==> src/rtl/tfe_hash_table_updater.sv <==
// rtl/tfe_hash_table_updater.sv - hash table read-modify-write engine; optional idle timeout via TFE_FLOW_TIMEOUT_EN
module tfe_hash_table_updater #(
    parameter logic [33:0] TIMEOUT = 34'd1000000
) (
    input  logic        clk,
    input  logic        rst_n,
    input  logic        pkt_valid,
    output logic        pkt_ready,
    input  logic [15:0] pkt_hash,
    input  logic [33:0] pkt_time,
    output logic [15:0] raddr,
    output logic        read,
    input  logic [4:0]  pkt_cnt,
    input  logic [33:0] last_time,
    input  logic        word_valid,
    input  logic        rdata_valid,
    output logic [15:0] waddr,
    output logic        wea,
    output logic [39:0] wdata,
    output logic        rpt_valid,
    input  logic        rpt_ready,
    output logic [15:0] rpt_hash,
    output logic [4:0]  rpt_cnt,
    output logic        rpt_new
);

    typedef enum logic [2:0] {IDLE, READ, WAIT, UPDATE, REPORT} state_t;

    state_t      state, state_next;
    logic [33:0] time_q;
    logic        accept, capture, restart;
    logic [4:0]  cnt_new;

    assign accept  = (state == IDLE) && pkt_valid && pkt_ready;
    assign capture = (state == WAIT) && rdata_valid;

    always_comb begin
        state_next = state;
        case (state)
            IDLE:    if (accept) state_next = READ;
            READ:    state_next = WAIT;
            WAIT:    if (rdata_valid) state_next = UPDATE;
            UPDATE:  state_next = REPORT;
            REPORT:  if (rpt_valid && rpt_ready) state_next = IDLE;
            default: state_next = IDLE;
        endcase
    end

    // The new entry is computed straight from the returning read data so that
    // the write can be registered into the UPDATE cycle.
`ifdef TFE_FLOW_TIMEOUT_EN
    logic [33:0] delta;
    always_comb begin
        delta   = pkt_time_sel() - last_time;
        restart = !word_valid || (delta > TIMEOUT);
    end
    function automatic logic [33:0] pkt_time_sel();
        return time_q;
    endfunction
`else
    always_comb begin
        restart = !word_valid;
    end
`endif

    always_comb begin
        cnt_new = 5'd1;
        if (!restart)
            cnt_new = (pkt_cnt == 5'd31) ? 5'd31 : pkt_cnt + 5'd1;
    end

    always_ff @(posedge clk or negedge rst_n) begin
        if (!rst_n) begin
            state     <= IDLE;
            time_q    <= '0;
            pkt_ready <= 1'b0;
            raddr     <= '0;
            read      <= 1'b0;
            waddr     <= '0;
            wea       <= 1'b0;
            wdata     <= '0;
            rpt_valid <= 1'b0;
            rpt_hash  <= '0;
            rpt_cnt   <= '0;
            rpt_new   <= 1'b0;
        end else begin
            state     <= state_next;
            pkt_ready <= (state_next == IDLE);
            read      <= (state_next == READ);
            wea       <= (state_next == UPDATE);
            rpt_valid <= (state_next == REPORT);
            if (accept) begin
                raddr  <= pkt_hash;
                time_q <= pkt_time;
            end
            if (capture) begin
                waddr    <= raddr;
                wdata    <= {cnt_new, time_q, 1'b1};
                rpt_hash <= raddr;
                rpt_cnt  <= cnt_new;
                rpt_new  <= restart;
            end
        end
    end

endmodule

==> config.mk <==
export PLATFORM = sky130hd
export DESIGN_NAME = tfe_hash_table_updater
export DESIGN_NICKNAME = d
export VERILOG_FILES = /design/src/rtl/tfe_hash_table_updater.sv
export SDC_FILE = /design/constraint.sdc
export NUM_CORES = 1
export LEC_CHECK = 0
export BUFFER_PORTS_ARGS = -buffer_cell sky130_fd_sc_hd__clkbuf_2
export CAP_MARGIN = 20
export CORE_ASPECT_RATIO = 0.6
export CORE_MARGIN = 10
export CORE_UTILIZATION = 43
export CTS_CLUSTER_DIAMETER = 30
export DETAILED_ROUTE_END_ITERATION = 10
export GPL_TIMING_DRIVEN = 1
export PLACE_DENSITY_LB_ADDON = 0.15
export SETUP_SLACK_MARGIN = 0.05
export SYNTH_ARGS = -nofsm -noshare
export SYNTH_HDL_FRONTEND = slang
export SYNTH_SLANG_ARGS = --single-unit
==> constraint.sdc <==
create_clock -name clk -period 1.6 [get_ports clk]
set_input_delay 0.32 -clock clk [delete_from_list [all_inputs] [get_ports clk]]
set_output_delay 0.32 -clock clk [all_outputs]
set_load 0.05 [all_outputs]
======== Word level (Yosys, flattened, before mapping) ========
Cells that the tools add are included.
storage, ports and cells
  bits in registers ....................... 119
  input port bits ......................... 95
  output and inout bits ................... 98
  word-level logic and storage cells ...... 33
operators by class
  add/subtract/negate cells ............... 1
  equal/unequal tests ..................... 8
  muxes and demuxes ....................... 6
  reductions and logical operators ........ 7
operators with widths
  cell                   count
  $pmux W3 S5            1
  $mux W5                2
  $eq A3 B2 Y1 const B   3
  $mux W3                3
  $eq A3 B1 Y1 const B   2
  $eq A3 B3 Y1 const B   2
  $logic_not A3 Y1       2
  $add A5 B1 Y5 const B  1
  $eq A5 B5 Y1 const B   1
  $logic_and A1 B1 Y1    4
  $logic_not A1 Y1       1

======== Longest topological paths before layout ========
Gate-level depths: netlist (run 1).
  depth in word-level cells ............... 6
  depth in mapped cells ................... 6
  gate-level depth less buffers ........... 4

======== Least setup slack after synthesis (run 1) ========
No wires, ideal clock.
  kind .................................... flip-flop to flip-flop
  start ................................... register pkt_ready
  end ..................................... register raddr[13]
  setup time .............................. 0.125 ns
  arrival ................................. 1.475 ns
  data required time ...................... 1.475 ns
  slack ................................... -0.001 ns
  cell stages (with the launch flop) ...... 5
  path buffers ............................ 2
  clock period less this slack ............ 1.601 ns
  cells stage by stage .................... dfrtp_1 and4b_1 buf_6 buf_8 mux2_4
between the ends
  cells in the longest elaborated chain, start to end .. 1
RTL lines
  what                    line  text
  from (decl)             8     output logic pkt_ready,
  from (signal assigned)  88    pkt_ready <= (state_next == IDLE);
  $logic_and A1 B1 Y1     34    assign accept = (state == IDLE) && pkt_valid && pkt_ready;
  to (signal assigned)    93    raddr <= pkt_hash;
  to (decl)               11    output logic [15:0] raddr,
Every way passes these cells.
A chain may end at the register's enable or synchronous reset.

======== Worst setup path in the final report (run 1) ========
  start ................................... register state[0]
  end ..................................... register time_q[9]
between the ends
  cells in the longest elaborated chain, start to end .. 3
RTL lines
  what                              line  text
  from (decl)                       29    state_t state, state_next;
  from (signal assigned)            87    state <= state_next;
  $logic_not A3 Y1                  34
  $logic_and A1 B1 Y1 (2 in a row)  34
  to (signal assigned)              94    time_q <= pkt_time;
  to (decl)                         30    logic [33:0] time_q;
Every way passes these cells.

==> results.json, run 1 <==
{
  "die-area_mm2": 0.0157,
  "netlist_area_mm2": 0.00470,
  "swShare_pct": 46.8,
  "clk_latency_ns": 0.40,
  "finalHoldWorstSlack_ns": 0.149,
  "power_mw": 16.9,
  "yosysSeqAreaShare_pct": 60.7,
  "grt_pass1_vias": 3601,
  "switchingPower_mw": 7.92,
  "finalClockSkew_ns": 0.00956,
  "finalCriticalPeriod_ns": 1.51,
  "fin_area_mm2": 0.00628,
  "die_width_um": 155,
  "cts_tree": "yes",
  "min_path_type": "input port to flip-flop",
  "reg2reg_slack_ns": 0.09,
  "routed_wl_mm": 12.3,
  "clk_pin_slew_ns": 0.06,
  "area_growth_pct": 33.7,
  "fp-row-count": 29,
  "antenna_found_initial": 0,
  "clockPowerShare_pct": 20.4,
  "drc": 0,
  "core_area_mm2": 0.0106,
  "vias": 3274,
  "vias_per_cell": 4.64,
  "worst_slew_pin_slew_ns": 0.400,
  "ant_nets": 0,
  "place.gp.congestion": 0.750,
  "maxCapViolations": 0,
  "clock_path_buffers": 2,
  "ys_types": 30,
  "report.final.slew_viol_count": 0,
  "rsz0062_at_grt": "true",
  "drive_above_1_share_pct": 47.3,
  "numCtsBuffers": 17,
  "vdd_ir_drop_max_v": 0.00159,
  "seqPwrFrac_pct": 30.4,
  "dpl.hpwl_mm": 8.53,
  "dpl-instance-area_mm2": 0.00557,
  "place_ws_ns": 0.0772,
  "die_h_um": 101,
  "root_buffer": "clkbuf_16",
  "groute.usage.overall_pct": 15.3,
  "ios": 193,
  "synth_most_common_cell": "nand2_1",
  "cp.arrival_ns": 1.79,
  "internal_power_mw": 9.01,
  "dr.pass1.iters": 4,
  "drtIter0Drc": 144,
  "path_max_fanout": 7,
  "setup_violations": 0,
  "wl_per_cell_um": 17.4,
  "ys_ff_latch": 114,
  "synth_flop_cell": "dfrtp_1",
  "start_kind": "flip-flop",
  "crit_required_ns": 1.88,
  "fmax_mhz": 662,
  "hold_viol_final": 0,
  "port_buffers": 158,
  "start_util_pct": 44.2,
  "final_nets": 652,
  "grt_pass1_wl_mm": 19.1,
  "period_share_pct": 94.4,
  "synth_edf_count": 0,
  "synth_top_area_share_pct": 60.7,
  "synthTopCellsByCount": "nand2_1 (159), dfrtp_1 (114), mux2_4 (47), buf_4 (21), buf_2 (8)",
  "synth_top_area_cell": "dfrtp_1",
  "ys_top_cells_by_area": "dfrtp_1 (61%), mux2_4 (15%), nand2_1 (13%), buf_4 (3.4%), buf_12 (1.7%)",
  "htreeDepth": 4,
  "slew_headroom_pct": 73.4,
  "clock_sinks": 114,
  "synth_area_per_cell_um2": 12.0,
  "grt_overflow_total": 0,
  "worst_slack_ns": 0.0891,
  "netlist_instances": 391,
  "grt_max_degree": 38,
  "setup_tns_ns": 0,
  "p_leak_nw": 3.38,
  "timing_worst_setup_path_type": "flip-flop to flip-flop",
  "power_density_mw_per_mm2": 2690,
  "n_antenna_cell": 0,
  "status": "finished clean",
  "endpoint_kind": "flip-flop",
  "ys_warn_count": 0,
  "syn_nets": 487,
  "combPwrFrac_pct": 49.2,
  "synth_async_sr_flop_share_pct": 100
}
-- routing by layer --
metal	global-route usage (%)	share of wire (%)	wire, µm	vias up
met5	0	0	0	-
met4	5.50	0.81	99	0
met3	6.65	8.3	1020	10
met2	22.9	45	5500	104
met1	19.4	46	5660	1592
li1	-	-	-	1568
-- kinds of logic after synthesis --
kind of cell / count (synthesis) / share of synthesized area [%]
buf+inv: 40 / 6.87
fa+ha+maj: 1 / 0.266
compound gates: 11 / 1.52
mux: 50 / 15.7
xor+xnor: 2 / 0.373
flops: 114 / 60.7
simple gates: 173 / 14.6
-- layout make-up --
| class | instances | area (µm²) |
|---|---|---|
| clock inverter | 10 | 88.8 |
| clock buffer | 19 | 453 |
| tap | 139 | 174 |
| sequential | 114 | 2850 |
| timing repair buffer | 185 | 1170 |
| multi-input combinational | 237 | 1550 |
| inverter | 1 | 3.75 |
| fill | 931 | 4350 |
-- cells in the final DEF (no fill, tap or decap), types with 2 or more instances in the layout --
cell type	n
buf_12	5
dfrtp_1	113
mux2_4	47
o21ai_1	2
nand2b_1	2
clkbuf_8	2
nand2_1	159
mux2_2	3
o21ai_0	4
clkinvlp_4	4
clkbuf_2	157
buf_6	2
clkinv_2	4
clkbuf_16	21
buf_4	14
nand3_1	2
nor2_1	4
-- worst paths after layout --
check | from | cells after the start | to
min in group asynchronous | rst_n | 2 | raddr[8]
worst max-delay path | state[0] | 5 | time_q[9]
worst min register to register | wdata[0] | 1 | wdata[0]
max in group asynchronous | rst_n | 3 | state[2]
worst min-delay path | pkt_hash[6] | 2 | raddr[6]
worst max register to register | state[0] | 5 | time_q[9]
-- power by group through the flow --
stage | Combinational (mW) | Sequential, mW | Clock, mW
after detailed placement | 8.14 | 5.17 | 0
after CTS | 8.17 | 5.14 | 3.53
after floorplan | 3.53 | 8.04 | 0
after global routing | 8.82 | 5.32 | 3.64
after global placement | 8.05 | 5.10 | 0
final | 8.33 | 5.14 | 3.45
-- through the flow --
step,util (%),instances
after floorplan,-,391
after global placement,52.4,667
after detailed placement,52.4,667
after CTS,57.6,697
after global routing,59.1,705
final,59.1,705
-- state kept, by name, indices dropped and copies added (netlist names) --
signal / cells
wea: 1
rpt_valid: 1
wdata: 40
read: 1
rpt_hash: 16
rpt_new: 1
state: 3
raddr: 16
time_q: 34
pkt_ready: 1
-- what timing repair did --
item | 4_1_cts | 5_1_grt
hold buffers | 1 | 0
setup endpoints to repair | 0 | 34
endpoints found under the hold margin | 23 | 0
setup buffers | 0 | 2
resized for setup | 0 | 3
-- worst max-delay path, cell delays in order, from the launching register on --
cell and delay, ns:
dfrtp_1 0.38, nor2_2 0.13, and4b_4 0.26, buf_12 0.15
clkbuf_16 0.17, mux2_4 0.30
(Power assumes the default switching activity.)
==> run 2: changes to the inputs <==
--- a/config.mk
+++ b/config.mk
@@ -9,7 +9,8 @@
 export CAP_MARGIN = 20
 export CORE_ASPECT_RATIO = 0.6
 export CORE_MARGIN = 10
-export CORE_UTILIZATION = 43
+export CORE_UTILIZATION = 45
+export CTS_BUF_LIST = sky130_fd_sc_hd__clkbuf_2 sky130_fd_sc_hd__clkbuf_4 sky130_fd_sc_hd__clkbuf_8
 export CTS_CLUSTER_DIAMETER = 30
 export DETAILED_ROUTE_END_ITERATION = 10
 export GPL_TIMING_DRIVEN = 1
==> run 2 against run 1 <==
First-iteration DRC count is 10% higher. Count of clock-buffer cells in the layout is 3 higher. Final cell count is 0.85% lower. Via count is 0.58% higher. Utilization is 1.8 points higher. Cell area is 2.9% lower. Power is 2.9% lower. Die area is 3.7% lower. Largest power group unchanged.
==> results.json, run 2 (synthesis gave the netlist of run 1 again) <==
{
  "die_width_um": 152,
  "worstReg2RegEnd": "raddr[0]",
  "final_common_cell": "nand2_1",
  "final_nets": 647,
  "p_leak_nw": 3.32,
  "rsz0062_at_grt": "true",
  "ff2ff_path_depth": 5,
  "layout_common_cells": "nand2_1 (159), clkbuf_2 (157), dfrtp_1 (113)",
  "critPathMaxStageDelay_ns": 0.39,
  "top_register": "wdata",
  "finalHoldWorstSlack_ns": 0.131,
  "path_cells": "nor2_2 -> and4b_4 -> buf_12 -> buf_4 -> mux2_2",
  "core_area_mm2": 0.0100,
  "report.final.slew_viol_count": 0,
  "worst_slew_pin_slew_ns": 0.353,
  "fmax_mhz": 645,
  "period_share_pct": 96.9,
  "cts_tree": "yes",
  "min_path_type": "input port to flip-flop",
  "utilization_pct": 60.9,
  "groute.usage.overall_pct": 15.8,
  "holdPathEnd": "time_q[21]",
  "grt_overflow_total": 0,
  "ios": 193,
  "largest_register_ffs": 40,
  "grt_pass1_vias": 3589,
  "cp.arrival_ns": 1.85,
  "dr.pass1.iters": 4,
  "htreeDepth": 4,
  "start_kind": "flip-flop",
  "layout.cells.non_filler": 699,
  "die-area_mm2": 0.0151,
  "grt_pass1_wl_mm": 19.2,
  "cp_top_family": "simple AND/OR/NAND/NOR gates",
  "reg2reg_slack_ns": 0.05,
  "drc": 0,
  "holdCritStartpoint": "pkt_time[21]",
  "clock_path_buffers": 2,
  "antenna_found_initial": 0,
  "path_max_fanout": 4,
  "drive_above_1_share_pct": 47.2,
  "maxCapViolations": 0,
  "clock_sinks": 114,
  "power_mw": 16.4,
  "clk_pin_slew_ns": 0.07,
  "finalCriticalPeriod_ns": 1.55,
  "vdd_ir_drop_max_v": 0.00143,
  "regToRegStartpoint": "state[1]",
  "ant_nets": 0,
  "root_buffer": "clkbuf_8",
  "endpoint_kind": "flip-flop",
  "worst-path-buf-inv": 2,
  "area_growth_pct": 29.8,
  "drtIter0Drc": 159,
  "numCtsBuffers": 17,
  "place.gp.congestion": 0.745,
  "routed_wl_mm": 11.7,
  "status": "finished clean",
  "start_util_pct": 46.9,
  "wl_per_cell_um": 16.8,
  "n_antenna_cell": 0,
  "die_h_um": 99.2,
  "fp-row-count": 28,
  "crit_required_ns": 1.90,
  "grt_max_degree": 43,
  "setup_violations": 0,
  "timing_worst_setup_path_type": "flip-flop to flip-flop",
  "vias": 3293,
  "top_regs": "wdata x40, time_q x34",
  "finalClockSkew_ns": 0.0107,
  "vias_per_cell": 4.71,
  "port_buffers": 158,
  "setup_tns_ns": 0,
  "slew_headroom_pct": 76.5,
  "dp_cells": 661,
  "power_density_mw_per_mm2": 2690,
  "clk_latency_ns": 0.42,
  "hold_viol_final": 0,
  "crit_slowest_cell": "dfrtp_1",
  "critPathLaunch": "state[1]",
  "hold_depth": 2,
  "dpl.hpwl_mm": 8.44
}
==> run 2: cell type report <==
| cell class | count | area [µm²] |
|---|---|---|
| multi-input cells | 237 | 1550 |
| inverters | 1 | 6.26 |
| clock buffers | 22 | 290 |
| well taps | 135 | 169 |
| clock inverters | 10 | 179 |
| fillers | 849 | 3920 |
| repair buffers | 180 | 1060 |
| flip-flops and latches | 114 | 2850 |
==> run 2: routing by layer <==
layer	GRT usage, %	wire (µm)	vias up	share of wire (%)
li1	-	-	1557	-
met1	20.5	5530	1606	47
met2	23.3	5120	124	44
met3	7.18	992	6	8.5
met4	4.86	77	0	0.66
met5	0	0	-	0
==> run 2: through the flow <==
stage          setup WS (ns)  area (µm²)
2_1_floorplan          0.104        4700
3_3_place_gp          0.0781        5550
3_5_place_dp          0.0578        5550
4_1_cts               0.0486        6030
5_1_grt              -0.0148        6100
6_report              0.0496        6100
==> run 2: power breakdown <==
part / switching (mW) / internal, mW / leakage, nW
logic: 5.70 / 2.47 / 1.68
clock network: 1.14 / 2.01 / 0.243
registers: 0.863 / 4.25 / 1.40
total: 7.70 / 8.72 / 3.32
==> run 2: how the worst max path moves through the flow <==
stage	end	slack, ns	cells after the start
final	raddr[0]	0.05	5
after global routing	time_q[1]	-0.01	5
after CTS	time_q[31]	0.05	4
after detailed placement	time_q[23]	0.06	4
after global placement	time_q[27]	0.08	4
after floorplan	raddr[13]	0.10	5
==> run 2: repair_timing <==
item	4_1_cts	5_1_grt
hold endpoints to repair	20	0
gates resized for setup	0	2
setup buffers	0	3
hold buffers	1	0
cloned	0	2
endpoints found under the setup margin	3	60
==> run 3: changes to the inputs <==
--- a/config.mk
+++ b/config.mk
@@ -14,7 +14,7 @@
 export CTS_CLUSTER_DIAMETER = 30
 export DETAILED_ROUTE_END_ITERATION = 10
 export GPL_TIMING_DRIVEN = 1
-export PLACE_DENSITY_LB_ADDON = 0.15
+export PLACE_DENSITY = 0.78
 export SETUP_SLACK_MARGIN = 0.05
 export SYNTH_ARGS = -nofsm -noshare
 export SYNTH_HDL_FRONTEND = slang
==> run 3 against run 2 <==
Utilization down 1.5 points. Critical path depth down 1. Sequential cell count unchanged. Die area unchanged. Power down 3.6%. Clock skew down 0.0011 ns. Worst hold slack worse by 0.0090 ns. Clock power down 17%. Global-route usage about the same. Register-to-register slack better by 0.04 ns. Sequential share of layout area up 1.2 points. Final cell count down 1.3%. Critical path type unchanged. Largest power group unchanged.
==> results.json, run 3 (synthesis gave the netlist of run 1 again) <==
{
  "status": "finished clean",
  "largest_register_ffs": 40,
  "dpl.hpwl_mm": 8.52,
  "holdCritStartpoint": "pkt_time[24]",
  "path_max_fanout": 27,
  "vias_per_cell": 4.77,
  "cts_setup_buffers": 0,
  "drc": 0,
  "layout_common_cells": "nand2_1 (159), clkbuf_2 (157), dfrtp_1 (113)",
  "top_regs": "wdata x40, time_q x34",
  "rsz0062_at_grt": "false",
  "clk_pin_slew_ns": 0.06,
  "slew_headroom_pct": 76.9,
  "holdPathEnd": "time_q[24]",
  "finalClockSkew_ns": 0.00955,
  "cts_tree": "yes",
  "seqPwrFrac_pct": 32.4,
  "ios": 193,
  "swShare_pct": 48.3,
  "numCtsBuffers": 17,
  "finalCriticalPeriod_ns": 1.51,
  "vias": 3294,
  "clockPowerShare_pct": 16.5,
  "min_path_type": "input port to flip-flop",
  "p_leak_nw": 3.24,
  "grt_pass1_vias": 3539,
  "drive_above_1_share_pct": 46.3,
  "vdd_ir_drop_max_v": 0.00180,
  "die_h_um": 99.2,
  "fp-row-count": 28,
  "port_buffers": 158,
  "power_mw": 15.8,
  "groute.usage.overall_pct": 15.9,
  "clk_latency_ns": 0.43,
  "core_area_mm2": 0.0100,
  "htreeDepth": 4,
  "wl_per_cell_um": 16.9,
  "combPwrFrac_pct": 51.1,
  "fmax_mhz": 663,
  "area_growth_pct": 26.7,
  "fillers": 831,
  "cp_top_family": "simple AND/OR/NAND/NOR gates",
  "die_width_um": 152,
  "reg2reg_slack_ns": 0.09,
  "cp.arrival_ns": 1.81,
  "worstReg2RegEnd": "raddr[15]",
  "ff2ff_path_depth": 4,
  "internal_power_mw": 8.18,
  "regToRegStartpoint": "state[1]",
  "endpoint_kind": "flip-flop",
  "hold_depth": 2,
  "die-area_mm2": 0.0151,
  "root_buffer": "clkbuf_8",
  "switchingPower_mw": 7.65,
  "crit_slowest_cell": "dfrtp_1",
  "hold_viol_final": 0,
  "n_antenna_cell": 0,
  "setup_violations": 0,
  "antenna_found_initial": 0,
  "dr.pass1.iters": 4,
  "timing_worst_setup_path_type": "flip-flop to flip-flop",
  "grt_overflow_total": 0,
  "grt_pass1_wl_mm": 19.1,
  "top_register": "wdata",
  "period_share_pct": 94.2,
  "worst-path-buf-inv": 1,
  "clock_sinks": 114,
  "place.gp.congestion": 0.820,
  "report.final.slew_viol_count": 0,
  "place_ws_ns": 0.0906,
  "clock_path_buffers": 2,
  "drtIter0Drc": 152,
  "start_kind": "flip-flop",
  "path_cells": "nor2_2 -> and4b_4 -> buf_12 -> mux2_2",
  "routed_wl_mm": 11.7,
  "power_density_mw_per_mm2": 2660,
  "worst_slack_ns": 0.0925,
  "maxCapViolations": 0,
  "grt_max_degree": 43,
  "start_util_pct": 46.9,
  "ant_nets": 0,
  "setup_tns_ns": 0,
  "critPathMaxStageDelay_ns": 0.38,
  "worst_slew_pin_slew_ns": 0.346,
  "final_common_cell": "nand2_1",
  "crit_required_ns": 1.91,
  "final_nets": 640
}
==> run 3: power groups by stage <==
stage	logic (mW)	registers (mW)	clock network (mW)
finish	8.09	5.13	2.61
CTS	8.19	5.14	2.71
global route	8.55	5.31	2.87
floorplan	3.53	8.04	0
global placement	8.05	5.05	0
detailed placement	8.17	5.15	0
==> run 3: how the worst max path moves through the flow <==
stage	from	end	slack [ns]	depth (start not counted)
6_report	state[1]	raddr[15]	0.09	4
5_1_grt	state[1]	time_q[33]	0.06	4
4_1_cts	state[1]	raddr[15]	0.08	4
3_5_place_dp	state[1]	raddr[15]	0.09	4
3_3_place_gp	state[1]	time_q[33]	0.1	4
2_1_floorplan	state[1]	raddr[13]	0.10	5
==> run 3: through the flow <==
step	hold slack (ns)	cell area [µm²]	cells	utilization, %
after global placement	0.251	5560	659	55.5
after detailed placement	0.255	5560	659	55.5
after CTS	0.0872	5950	690	59.4
final	0.122	5950	690	59.4
after global routing	0.0894	5950	690	59.4
after floorplan	0.0244	4700	391	-
==> run 3: layer usage <==
metal	share of wire (%)	global-route usage (%)	vias up
met4	1.1	5.08	0
li1	-	-	1543
met1	44	19.4	1612
met2	47	24.6	127
met5	0	0	-
met3	8.4	7.31	12
==> run 3: repair_timing <==
action | in CTS | in global routing
hold buffers | 1 | 0
endpoints found under the hold margin | 21 | 0
setup endpoints to repair | 0 | 13
gates resized for setup | 0 | 1
==> run 3: layout make-up <==
| cell class | instances | area (µm²) | area share, % |
|---|---|---|---|
| flip-flops and latches | 114 | 2850 | 47.9 |
| clock buffers | 24 | 305 | 5.13 |
| repair buffers | 173 | 996 | 16.7 |
| multi-input cells | 237 | 1550 | 26.0 |
| inverters | 1 | 5.00 | 0.0841 |
| well taps | 135 | 169 | 2.84 |
| clock inverters | 6 | 80.1 | 1.34 |
